`src/rtl/pdp8_console_pkg.sv`:
```
// Shared types for the PDP8 front-panel console: FSM states, console op codes
// and the machine word width.
package pdp8_console_pkg;

  localparam int WORD_W = 12;

  typedef enum logic [2:0] {
    ST_IDLE,
    ST_LA,
    ST_DEP_WR,
    ST_EX_RD,
    ST_EX_CAP,
    ST_INC
  } console_state_e;

  typedef enum logic [1:0] {
    OP_NONE,
    OP_LA,
    OP_DEP,
    OP_EXAM
  } console_op_e;

  // Simultaneous button edges resolve LA > DEP > EXAM; losers are dropped.
  function automatic console_op_e pick_op(input logic la, input logic dep, input logic exam);
    if (la)        return OP_LA;
    else if (dep)  return OP_DEP;
    else if (exam) return OP_EXAM;
    else           return OP_NONE;
  endfunction

endpackage

```
`src/rtl/btn_sync_edge.sv`:
```
// Multi-flop synchroniser for an asynchronous button level, followed by a
// registered rising-edge detector producing a one-cycle pulse.
module btn_sync_edge #(
  parameter int STAGES = 2
) (
  input  logic clk,
  input  logic rst,
  input  logic din,
  output logic pulse
);

  logic [STAGES-1:0] sync;
  logic              prev;

  always_ff @(posedge clk or posedge rst) begin
    if (rst) begin
      sync  <= '0;
      prev  <= 1'b0;
      pulse <= 1'b0;
    end else begin
      sync  <= {sync[STAGES-2:0], din};
      prev  <= sync[STAGES-1];
      pulse <= sync[STAGES-1] & ~prev;
    end
  end

endmodule

```
`src/rtl/console_mem_ctrl.sv`:
```
// Front-panel LA/DEP/EXAM controller: owns the console MA/MB registers and
// borrows the single RAM port from the CPU while the CPU is halted.
module console_mem_ctrl
  import pdp8_console_pkg::*;
#(
  parameter int SYNC_STAGES = 2,
  parameter int RD_LAT      = 1
) (
  input  logic        CLK,
  input  logic        RESET,
  input  logic        cpu_running,
  input  logic [11:0] sw,
  input  logic        btn_la,
  input  logic        btn_dep,
  input  logic        btn_exam,
  input  logic [11:0] cpu_ram_addr,
  input  logic [11:0] cpu_ram_wdata,
  input  logic        cpu_ram_we,
  input  logic        cpu_ram_oe,
  input  logic [11:0] ram_rdata,
  output logic [11:0] ram_addr,
  output logic [11:0] ram_wdata,
  output logic        ram_we,
  output logic        ram_oe,
  output logic        console_owns,
  output logic        cpu_stall,
  output logic [11:0] ma,
  output logic [11:0] mb,
  output logic [2:0]  dbg_state
);

  localparam logic [1:0] LAT_LAST = 2'(RD_LAT - 1);

  console_state_e   state;
  console_op_e      op;
  logic             la_pulse, dep_pulse, exam_pulse;
  logic             fsm_we, fsm_oe;
  logic [1:0]       lat_cnt;

  btn_sync_edge #(.STAGES(SYNC_STAGES)) u_sync_la (
    .clk(CLK), .rst(RESET), .din(btn_la), .pulse(la_pulse));
  btn_sync_edge #(.STAGES(SYNC_STAGES)) u_sync_dep (
    .clk(CLK), .rst(RESET), .din(btn_dep), .pulse(dep_pulse));
  btn_sync_edge #(.STAGES(SYNC_STAGES)) u_sync_exam (
    .clk(CLK), .rst(RESET), .din(btn_exam), .pulse(exam_pulse));

  assign op = pick_op(la_pulse, dep_pulse, exam_pulse);

  // Ownership, write and read strobes are registers so reset clears them
  // asynchronously and the RAM port falls straight back to the CPU.
  always_ff @(posedge CLK or posedge RESET) begin
    if (RESET) begin
      state        <= ST_IDLE;
      ma           <= '0;
      mb           <= '0;
      console_owns <= 1'b0;
      fsm_we       <= 1'b0;
      fsm_oe       <= 1'b0;
      lat_cnt      <= '0;
    end else begin
      case (state)
        ST_IDLE: begin
          if (!cpu_running) begin
            case (op)
              OP_LA:   state <= ST_LA;
              OP_DEP: begin
                state        <= ST_DEP_WR;
                console_owns <= 1'b1;
                fsm_we       <= 1'b1;
              end
              OP_EXAM: begin
                state        <= ST_EX_RD;
                console_owns <= 1'b1;
                fsm_oe       <= 1'b1;
                lat_cnt      <= '0;
              end
              default: ;
            endcase
          end
        end
        ST_LA: begin
          ma    <= sw;
          state <= ST_IDLE;
        end
        ST_DEP_WR: begin
          mb     <= sw;
          fsm_we <= 1'b0;
          state  <= ST_INC;
        end
        ST_EX_RD: begin
          if (lat_cnt == LAT_LAST) state <= ST_EX_CAP;
          else                     lat_cnt <= lat_cnt + 2'd1;
        end
        ST_EX_CAP: begin
          mb     <= ram_rdata;
          fsm_oe <= 1'b0;
          state  <= ST_INC;
        end
        ST_INC: begin
          ma           <= ma + 12'd1;
          console_owns <= 1'b0;
          state        <= ST_IDLE;
        end
        default: begin
          state        <= ST_IDLE;
          console_owns <= 1'b0;
          fsm_we       <= 1'b0;
          fsm_oe       <= 1'b0;
        end
      endcase
    end
  end

  assign ram_addr  = console_owns ? ma     : cpu_ram_addr;
  assign ram_wdata = console_owns ? sw     : cpu_ram_wdata;
  assign ram_we    = console_owns ? fsm_we : cpu_ram_we;
  assign ram_oe    = console_owns ? fsm_oe : cpu_ram_oe;
  assign cpu_stall = console_owns;
  assign dbg_state = state;

endmodule

```
`config.mk`:
```
export PLATFORM = sky130hd
export DESIGN_NAME = console_mem_ctrl
export DESIGN_NICKNAME = d
export VERILOG_FILES = /design/src/rtl/pdp8_console_pkg.sv /design/src/rtl/btn_sync_edge.sv /design/src/rtl/console_mem_ctrl.sv
export SDC_FILE = /design/constraint.sdc
export NUM_CORES = 1
export LEC_CHECK = 0
export CELL_PAD_IN_SITES_DETAIL_PLACEMENT = 1
export CELL_PAD_IN_SITES_GLOBAL_PLACEMENT = 1
export CORE_ASPECT_RATIO = 1.5
export CORE_UTILIZATION = 31
export CTS_CLUSTER_DIAMETER = 120
export CTS_CLUSTER_SIZE = 14
export DETAILED_ROUTE_END_ITERATION = 7
export PLACE_DENSITY_LB_ADDON = 0.12
export SLEW_MARGIN = 20
export SYNTH_ARGS = -nofsm -noshare
export SYNTH_HDL_FRONTEND = slang
export SYNTH_SLANG_ARGS = --single-unit
export TNS_END_PERCENT = 1
```
`constraint.sdc`:
```
create_clock -name CLK -period 1.5 [get_ports CLK]
set_input_delay 0.225 -clock CLK [delete_from_list [all_inputs] [get_ports CLK]]
set_output_delay 0.225 -clock CLK [all_outputs]
set_load 0.05 [all_outputs]
```
After elaboration in Yosys (flattened, before gate mapping) --
Index checks and enable logic that the tools add are counted.
Word-level totals: bits in registers 44, bits of input ports 56, output and inout bits 55, logic and storage cells 83
Cells by class: add/sub/neg operators 2, eq/ne operators 15, multiplexer cells 26, bitwise logic cells 9, reductions and logical operators 15
Operators by type and width (count):
- 12-bit one-hot mux with 2 select lines | 2
- 12-bit 2-to-1 mux | 2
- 3-bit one-hot mux with 3 select lines | 2
- 12-bit by 1-bit adder with 12-bit output (second input constant) | 1
- 2-bit 2-to-1 mux | 6
- 3-bit AND reduction | 4
- 4-bit OR reduction | 3
- 1-bit 2-to-1 mux | 8
- 2-bit inequality test (second input constant) | 4
- 3-bit by 2-bit == test with 1-bit output (second input constant) | 2
- 3-bit == test (second input constant) | 2
- 3-bit 2-to-1 mux | 2
- 1-bit NOT | 6
- 1-bit one-hot mux with 2 select lines | 3
- 2-bit nonzero test | 3
- 2-bit == test (second input constant) | 2
- 2-bit by 1-bit inequality test with 1-bit output (second input constant) | 2
- 4-bit by 1-bit inequality test with 1-bit output (second input constant) | 1
- 2-bit one-hot mux with 2 select lines | 1
- 4-bit AND reduction | 1
- 2-bit OR reduction | 2
- 1-bit AND | 3
- 3-bit by 1-bit == test with 1-bit output (second input constant) | 1
- 3-bit zero test | 1
- other kinds (3) | 3

Depth between registers and ports, before layout --
Gate-level depths: netlist of the first run.
depth in word-level cells 8, gate-level depth with buffers 8, gate-level depth less buffers 8

By module --
Synthesis of the first run repeated with hierarchy kept, for this count alone.
Second synthesis, totals: cells, all modules 305, area, all modules 2712.6 um^2
Modules (own cells, without submodules):
- console_mem_ctrl | instances 1, cells each 287, area each 2359.8 um^2, sequential area each 800.8 um^2
- btn_sync_edge | instances 3, cells each 6, area each 117.6 um^2, sequential area each 100.1 um^2

Worst setup path after synthesis of the first run --
OpenSTA, ideal clock, no wires.
kind flip-flop to output port, start point register console_owns, end point output port ram_addr[10], arrival 1.686 ns, required time 1.275 ns, slack -0.411 ns, stages on the path, launching flop included 4, path buffers 2, cell sequence dfrtp_1 buf_2 buf_2 mux2_1
On the way: word-level cells in the longest chain between the ends 1
RTL lines:
- start, declared | RTL line console_mem_ctrl.sv:25 | output logic console_owns,
- start signal, assigned | RTL line console_mem_ctrl.sv:56 | console_owns <= 1'b0;
- start signal, assigned | RTL line console_mem_ctrl.sv:68 | console_owns <= 1'b1;
- start signal, assigned | RTL line console_mem_ctrl.sv:73 | console_owns <= 1'b1;
- 12-bit 2-to-1 mux | RTL line console_mem_ctrl.sv:114 | assign ram_addr = console_owns ? ma : cpu_ram_addr;
- end, declared | RTL line console_mem_ctrl.sv:21 | output logic [11:0] ram_addr,
Every way passes these cells.

Worst setup path after layout of the first run --
start point register console_owns, end point output port ram_wdata[0]
On the way: word-level cells in the longest chain between the ends 1
RTL lines:
- 12-bit 2-to-1 mux | RTL line console_mem_ctrl.sv:115 | assign ram_wdata = console_owns ? sw : cpu_ram_wdata;
- end, declared | RTL line console_mem_ctrl.sv:22 | output logic [11:0] ram_wdata,
Every way passes these cells.

==> results of run 1 <==
## worst reg2reg max path: cells and delay by family (launching register included)
kind | cells | cell delay [ps]
AOI/OAI and AO/OA | 3 | 390
adders and majority gates | 1 | 230
DFF | 1 | 380
and+or+nand+nor | 1 | 310
buffers and inverters | 2 | 110
## what timing repair did
action                                  CTS  global route
endpoints found under the setup margin   29            42
pin swaps                                 0             0
resized for setup                        15            10
## area by class of cell
class / count / share of cell area, %
flip-flops and latches: 44 / 23.7
repair buffers: 142 / 38.6
clock buffers: 5 / 2.67
well taps: 105 / 2.81
multi-input cells: 218 / 30.5
inverters: 9 / 0.722
clock inverters: 3 / 0.989
## path summary, 6_finish.rpt
| check | to | slack [ps] |
|---|---|---|
| min in group CLK | u_sync_dep.sync[1] | 350 |
| hold / removal | mb[5] | 170 |
| hold reg to reg | u_sync_dep.sync[1] | 350 |
| setup reg to reg | console_owns | -40 |
| setup / recovery | ram_wdata[0] | -150 |
| max in group asynchronous | u_sync_la.pulse | 840 |
## flip-flops by register name (all words and copies together) (netlist names), 2 cells and up
register and flops:
ma 12, mb 12, u_sync_exam.sync 2, lat_cnt 2
u_sync_dep.sync 2, u_sync_la.sync 2, dbg_state 3
## report_power, final
group	leakage [nW]	internal (mW)	switching [mW]
combinational	1.50	3.85	4.55
clock	0.0804	0.792	0.475
sequential	0.519	1.62	0.564
## cells by family after synthesis
kind of cell / share of synthesized area (%)
and+or+nand+nor: 16.1
muxes: 12.5
AOI/OAI and AO/OA: 21.5
buffers and inverters: 5.55
DFF: 42.5
adders and majority gates: 1.93
## through the flow
step	instances	power [mW]	area, um^2	setup TNS [ps]	hold slack, ps
3_3_place_gp	518	10.2	4430	0	334
2_1_floorplan	292	6.67	2650	-1270	256
5_1_grt	526	12.4	4680	-4270	188
6_report	526	11.9	4680	-3200	170
3_5_place_dp	518	10.4	4430	-9.09	339
4_1_cts	526	11.9	4660	-3310	183
## placed cells by master (no fill, tap or decap), types with 11 or more instances in the layout
master and n:
a21oi_1 46, buf_12 45, buf_4 31, buf_6 11, clkdlybuf4s50_1 55, dfrtp_1 39
mux2_4 20, nor2_1 44, o21ai_1 12, o22ai_1 16
## metal layers
layer  wire length (um)  track usage [%]  up-vias
met5                  0                0        -
met4                222             6.79        0
met3                326             3.60       17
met2               5220             43.0       79
met1               3620             24.6     1333
li1                   -                -     1309
==> metrics.txt, run 1 <==
outcome=finished, violations left; failing checks=setup timing; delay-heaviest family, CP=flip-flops; DRC violations left=0; H-tree Lvls=2; Total GRT Usage=22.3%; EDFF count, synth=0; Layout area overhead=80.6%; ant diodes=0; final worst setup slack=-152 ps; DRT Pass-1 Iters=5; die area=8740 um^2; root buf cell=clkbuf_16; worst skew pair latency=280 ps; multi-input logic area=1430 um^2; drt via density=5.21; actual slew at the worst max-slew pin=419 ps; number of global-route vias before repair=2,960; initial drt markers=89; VDD IR max=1390 uV; leakage=2.10 nW; dpl hpwl=6910 um; max-slew violations=0; Worst R2R Path Depth=7; register area=1110 um^2; Finished Core Util=58.1%; Setup crit start=console_owns; Fmax achieved=0.605 GHz; unrepaired setup endpoints after global routing=yes; arrival time worst endpoint=1430 ps; Clock Skews=5.40 ps; Synth area leader=dfrtp_1; cell count along the critical path=3; startpoint type of the worst setup path=register; Place WS=-9.09 ps; Reg2Reg Launch Point=u_sync_dep.pulse; Area contributors post-synth=dfrtp_1 (42%), a21oi_1 (8.9%), mux2_1 (7.8%), nor2_1 (6.4%), o22ai_1 (3.9%); CP Data Required Time=1270 ps; Synth cell types=37; largest net degree at the start of global routing=30; Gate Count Post-Synth=292; Hold Buf Count CTS=0; most common cell in the synthesized netlist=a21oi_1; CP max stage delay=410 ps; CTS Buffer Depth=2; CTS tree=yes; Post CTS Setup Buffer Count=0; post-synth net total=352; first-pass GRT wire length=15,300 um; TritonCTS Buffers=5; Hold WC Path Type=input port to async pin; Port-buffer cells=110; critical path type=register to output port; clock-pin slew on the worst setup and hold paths=70 ps; Post-DRT Antenna Nets=0; Synth Flop Type=dfrtp_1; core area=8060 um^2; fillers=854; Routed WL per cell=17.9 um; Post-Syn Area per Cell=8.88 um^2; # setup viols final=27; P per Cell Area=2530 nW/um^2; Mapped Area=2590 um^2; Period minus WS final=1650 ps; Slew Limit Headroom=72.0%; ys async rst share=100%; share of layout cells above drive strength 1=32.1%; RePlAce Congestion=0.771; critical path endpoint category=output port; Synth top area share=42.5%; Die W=76.7 um; Max Cap Viol=0; Synth Register Bits=44; Worst Path Buf+Inv=2; antenna violations before repair=0; row cnt=40; Initial Util=32.2%; clk sinks=44; total grt overflow=0; CP max FO=21; final hold violations=0; die height=114 um; Crit-path slowest cell=dfrtp_2; top cells by count, synth=a21oi_1 (46), dfrtp_1 (44), nor2_1 (44), mux2_1 (18); Top Ports=111; yosys warns=0; crit path cell chain=buf_12 -> mux2_2 -> buf_6; Vias=2,738; Nets=480; Final period util=110%; total wire length=9390 um; register area share after synthesis=42.5%
Power figures use the tool's default switching activity.
==> run 2: changes to the inputs <==
--- a/config.mk
+++ b/config.mk
@@ -12,6 +12,7 @@
 export CTS_CLUSTER_DIAMETER = 120
 export CTS_CLUSTER_SIZE = 14
 export DETAILED_ROUTE_END_ITERATION = 7
+export GPL_TIMING_DRIVEN = 0
 export PLACE_DENSITY_LB_ADDON = 0.12
 export SLEW_MARGIN = 20
 export SYNTH_ARGS = -nofsm -noshare
==> metrics.txt, run 2 (same netlist as run 1, synthesis figures left out) <==
first-pass GRT wire length=15,400 um (was 15,300 um); Nets=473 (was 480); Final Instance Count excl. Fillers=519 (was 526); CTS tree=yes (unchanged); critical path type=register to output port (unchanged); row cnt=40 (unchanged); Worst Path Buf+Inv=3 (was 2); CTS Buffer Depth=2 (unchanged); wl on met1=3800 um (was 3620 um); initial drt markers=145 (was 89); delay-heaviest family, CP=buffers and inverters (was flip-flops); TritonCTS Buffers=5 (unchanged); DRC violations left=0 (unchanged); RePlAce Congestion=0.802 (was 0.771); P per Cell Area=2460 nW/um^2 (was 2530 nW/um^2); wire length on met3=408 um (was 326 um); worst skew pair latency=300 ps (was 280 ps); Total GRT Usage=23.0% (was 22.3%); actual slew at the worst max-slew pin=519 ps (was 419 ps); outcome=finished, violations left (unchanged); Clock Skews=5.01 ps (was 5.40 ps); final hold violations=0 (unchanged); clock-pin slew on the worst setup and hold paths=70 ps (about the same); leakage=1.88 nW (was 2.10 nW); Fmax achieved=0.573 GHz (was 0.605 GHz); Port-buffer cells=110 (unchanged); CP Data Required Time=1270 ps (about the same); total wire length=9680 um (was 9390 um); Vias=2,774 (was 2,738); Finished Core Util=52.1% (was 58.1%); H-tree Lvls=2 (unchanged); VDD IR max=990 uV (was 1390 uV); core area=8060 um^2 (unchanged); largest net degree at the start of global routing=34 (was 30); final worst setup slack=-245 ps (was -152 ps); failing checks=setup timing (unchanged); root buf cell=clkbuf_16 (unchanged); Place WS=-635 ps (was -9.09 ps); critical path endpoint category=output port (unchanged); leading cell type in the layout, fill and taps excluded=clkdlybuf4s50_1 (unchanged); CP max FO=9 (was 21); Crit-path slowest cell=dfrtp_2 (unchanged); clk sinks=44 (unchanged); share of layout cells above drive strength 1=27.5% (was 32.1%); drt via density=5.34 (was 5.21); # setup viols final=26 (was 27); DRT Pass-1 Iters=4 (was 5); Layout area overhead=62.0% (was 80.6%); Max Cap Viol=0 (unchanged); Top Layer Used=met4 (unchanged); Routed WL per cell=18.6 um (was 17.9 um); R2R setup slack=40 ps (was -40 ps); crit path cell chain=buf_8 -> buf_12 -> mux2_4 -> buf_6 (was buf_12 -> mux2_2 -> buf_6); arrival time worst endpoint=1520 ps (was 1430 ps); Initial Util=32.2% (unchanged); die area=8740 um^2 (unchanged); unrepaired setup endpoints after global routing=yes (unchanged); Hold WC Path Type=input port to async pin (unchanged); max-slew violations=0 (unchanged); die height=114 um (unchanged); hold slack=196 ps (was 170 ps); metal2 WL=5280 um (was 5220 um); Top Ports=111 (unchanged); dpl hpwl=7090 um (was 6910 um); number of global-route vias before repair=2,958 (was 2,960); fillers=936 (was 854); Period minus WS final=1740 ps (was 1650 ps); Slew Limit Headroom=65.4% (was 72.0%); CP max stage delay=440 ps (was 410 ps); antenna violations before repair=0 (unchanged); TNS Setup=-5380 ps (was -3200 ps); Final period util=116% (was 110%); Hold Buf Count CTS=0 (unchanged); startpoint type of the worst setup path=register (unchanged); Post-DRT Antenna Nets=0 (unchanged); Die W=76.7 um (unchanged); commonest non-fill, non-tap cells in the layout=clkdlybuf4s50_1 (55), a21oi_1 (45), nor2_1 (43), dfrtp_1 (39), buf_6 (24) (was clkdlybuf4s50_1 (55), a21oi_1 (46), buf_12 (45), nor2_1 (44), dfrtp_1 (39)); ant diodes=0 (unchanged); placed cells=508 (was 518); total grt overflow=0 (unchanged)
==> run 2: changes by cell type in the layout (fill, tap and decap cells not counted), moves of 5 or more <==
| cell | delta |
|---|---|
| buf_4 | -28 |
| buf_6 | +13 |
| mux2_2 | +6 |
| dlygate4sd2_1 | +13 |
| buf_2 | +14 |
| clkbuf_2 | +5 |
| buf_12 | -42 |
| clkdlybuf4s15_2 | +9 |
| mux2_4 | -6 |
==> run 2: through the flow <==
step | power, mW | cell area, um^2
5_1_grt | 10.8 | 4200
3_3_place_gp | 8.71 | 3880
6_report | 10.3 | 4200
3_5_place_dp | 8.86 | 3910
2_1_floorplan | 6.67 | 2650
4_1_cts | 10.3 | 4180
==> run 2: final timing paths <==
path	start	end	cells after the start
max in group asynchronous	RESET	console_owns	3
max	console_owns	ram_wdata[9]	4
min	RESET	mb[7]	2
max reg2reg	dbg_state[2]	mb[3]	3
min in group CLK	u_sync_dep.sync[0]	u_sync_dep.sync[1]	0
min reg2reg	u_sync_dep.sync[0]	u_sync_dep.sync[1]	0
==> run 2: layer usage <==
metal | track usage (%) | up-vias
met5 | 0 | -
met4 | 7.82 | 0
met3 | 4.40 | 15
met2 | 42.7 | 85
met1 | 25.9 | 1384
li1 | - | 1290
==> run 2: area by class of cell <==
cell class | count | area (um^2) | share of cell area [%]
repair buffers | 114 | 1170 | 27.9
plain buffers | 21 | 156 | 3.72
flip-flops and latches | 44 | 1110 | 26.4
well taps | 105 | 131 | 3.13
inverters | 9 | 33.8 | 0.805
clock inverters | 3 | 47.5 | 1.13
multi-input cells | 218 | 1430 | 33.9
clock buffers | 5 | 125 | 2.98
==> run 2: worst reg2reg max path: cells and delay by family (launching register included) <==
family	cells	cell delay (ps)
buf+inv	2	740
flops	1	470
compound gates	1	120
==> run 2: what timing repair did <==
| action | 4_1_cts | 5_1_grt |
|---|---|---|
| pin swaps | 0 | 1 |
| endpoints found under the setup margin | 59 | 52 |
| hold endpoints to repair | 0 | 0 |
| setup buffers | 1 | 0 |
| gates resized for setup | 233 | 23 |
| gates cloned | 1 | 1 |
==> run 2: where the power goes <==
part / total [mW] / switching, mW / internal, mW
clock: 1.31 / 0.515 / 0.792
combinational: 6.81 / 4.30 / 2.52
sequential: 2.19 / 0.571 / 1.62
total: 10.3 / 5.38 / 4.93
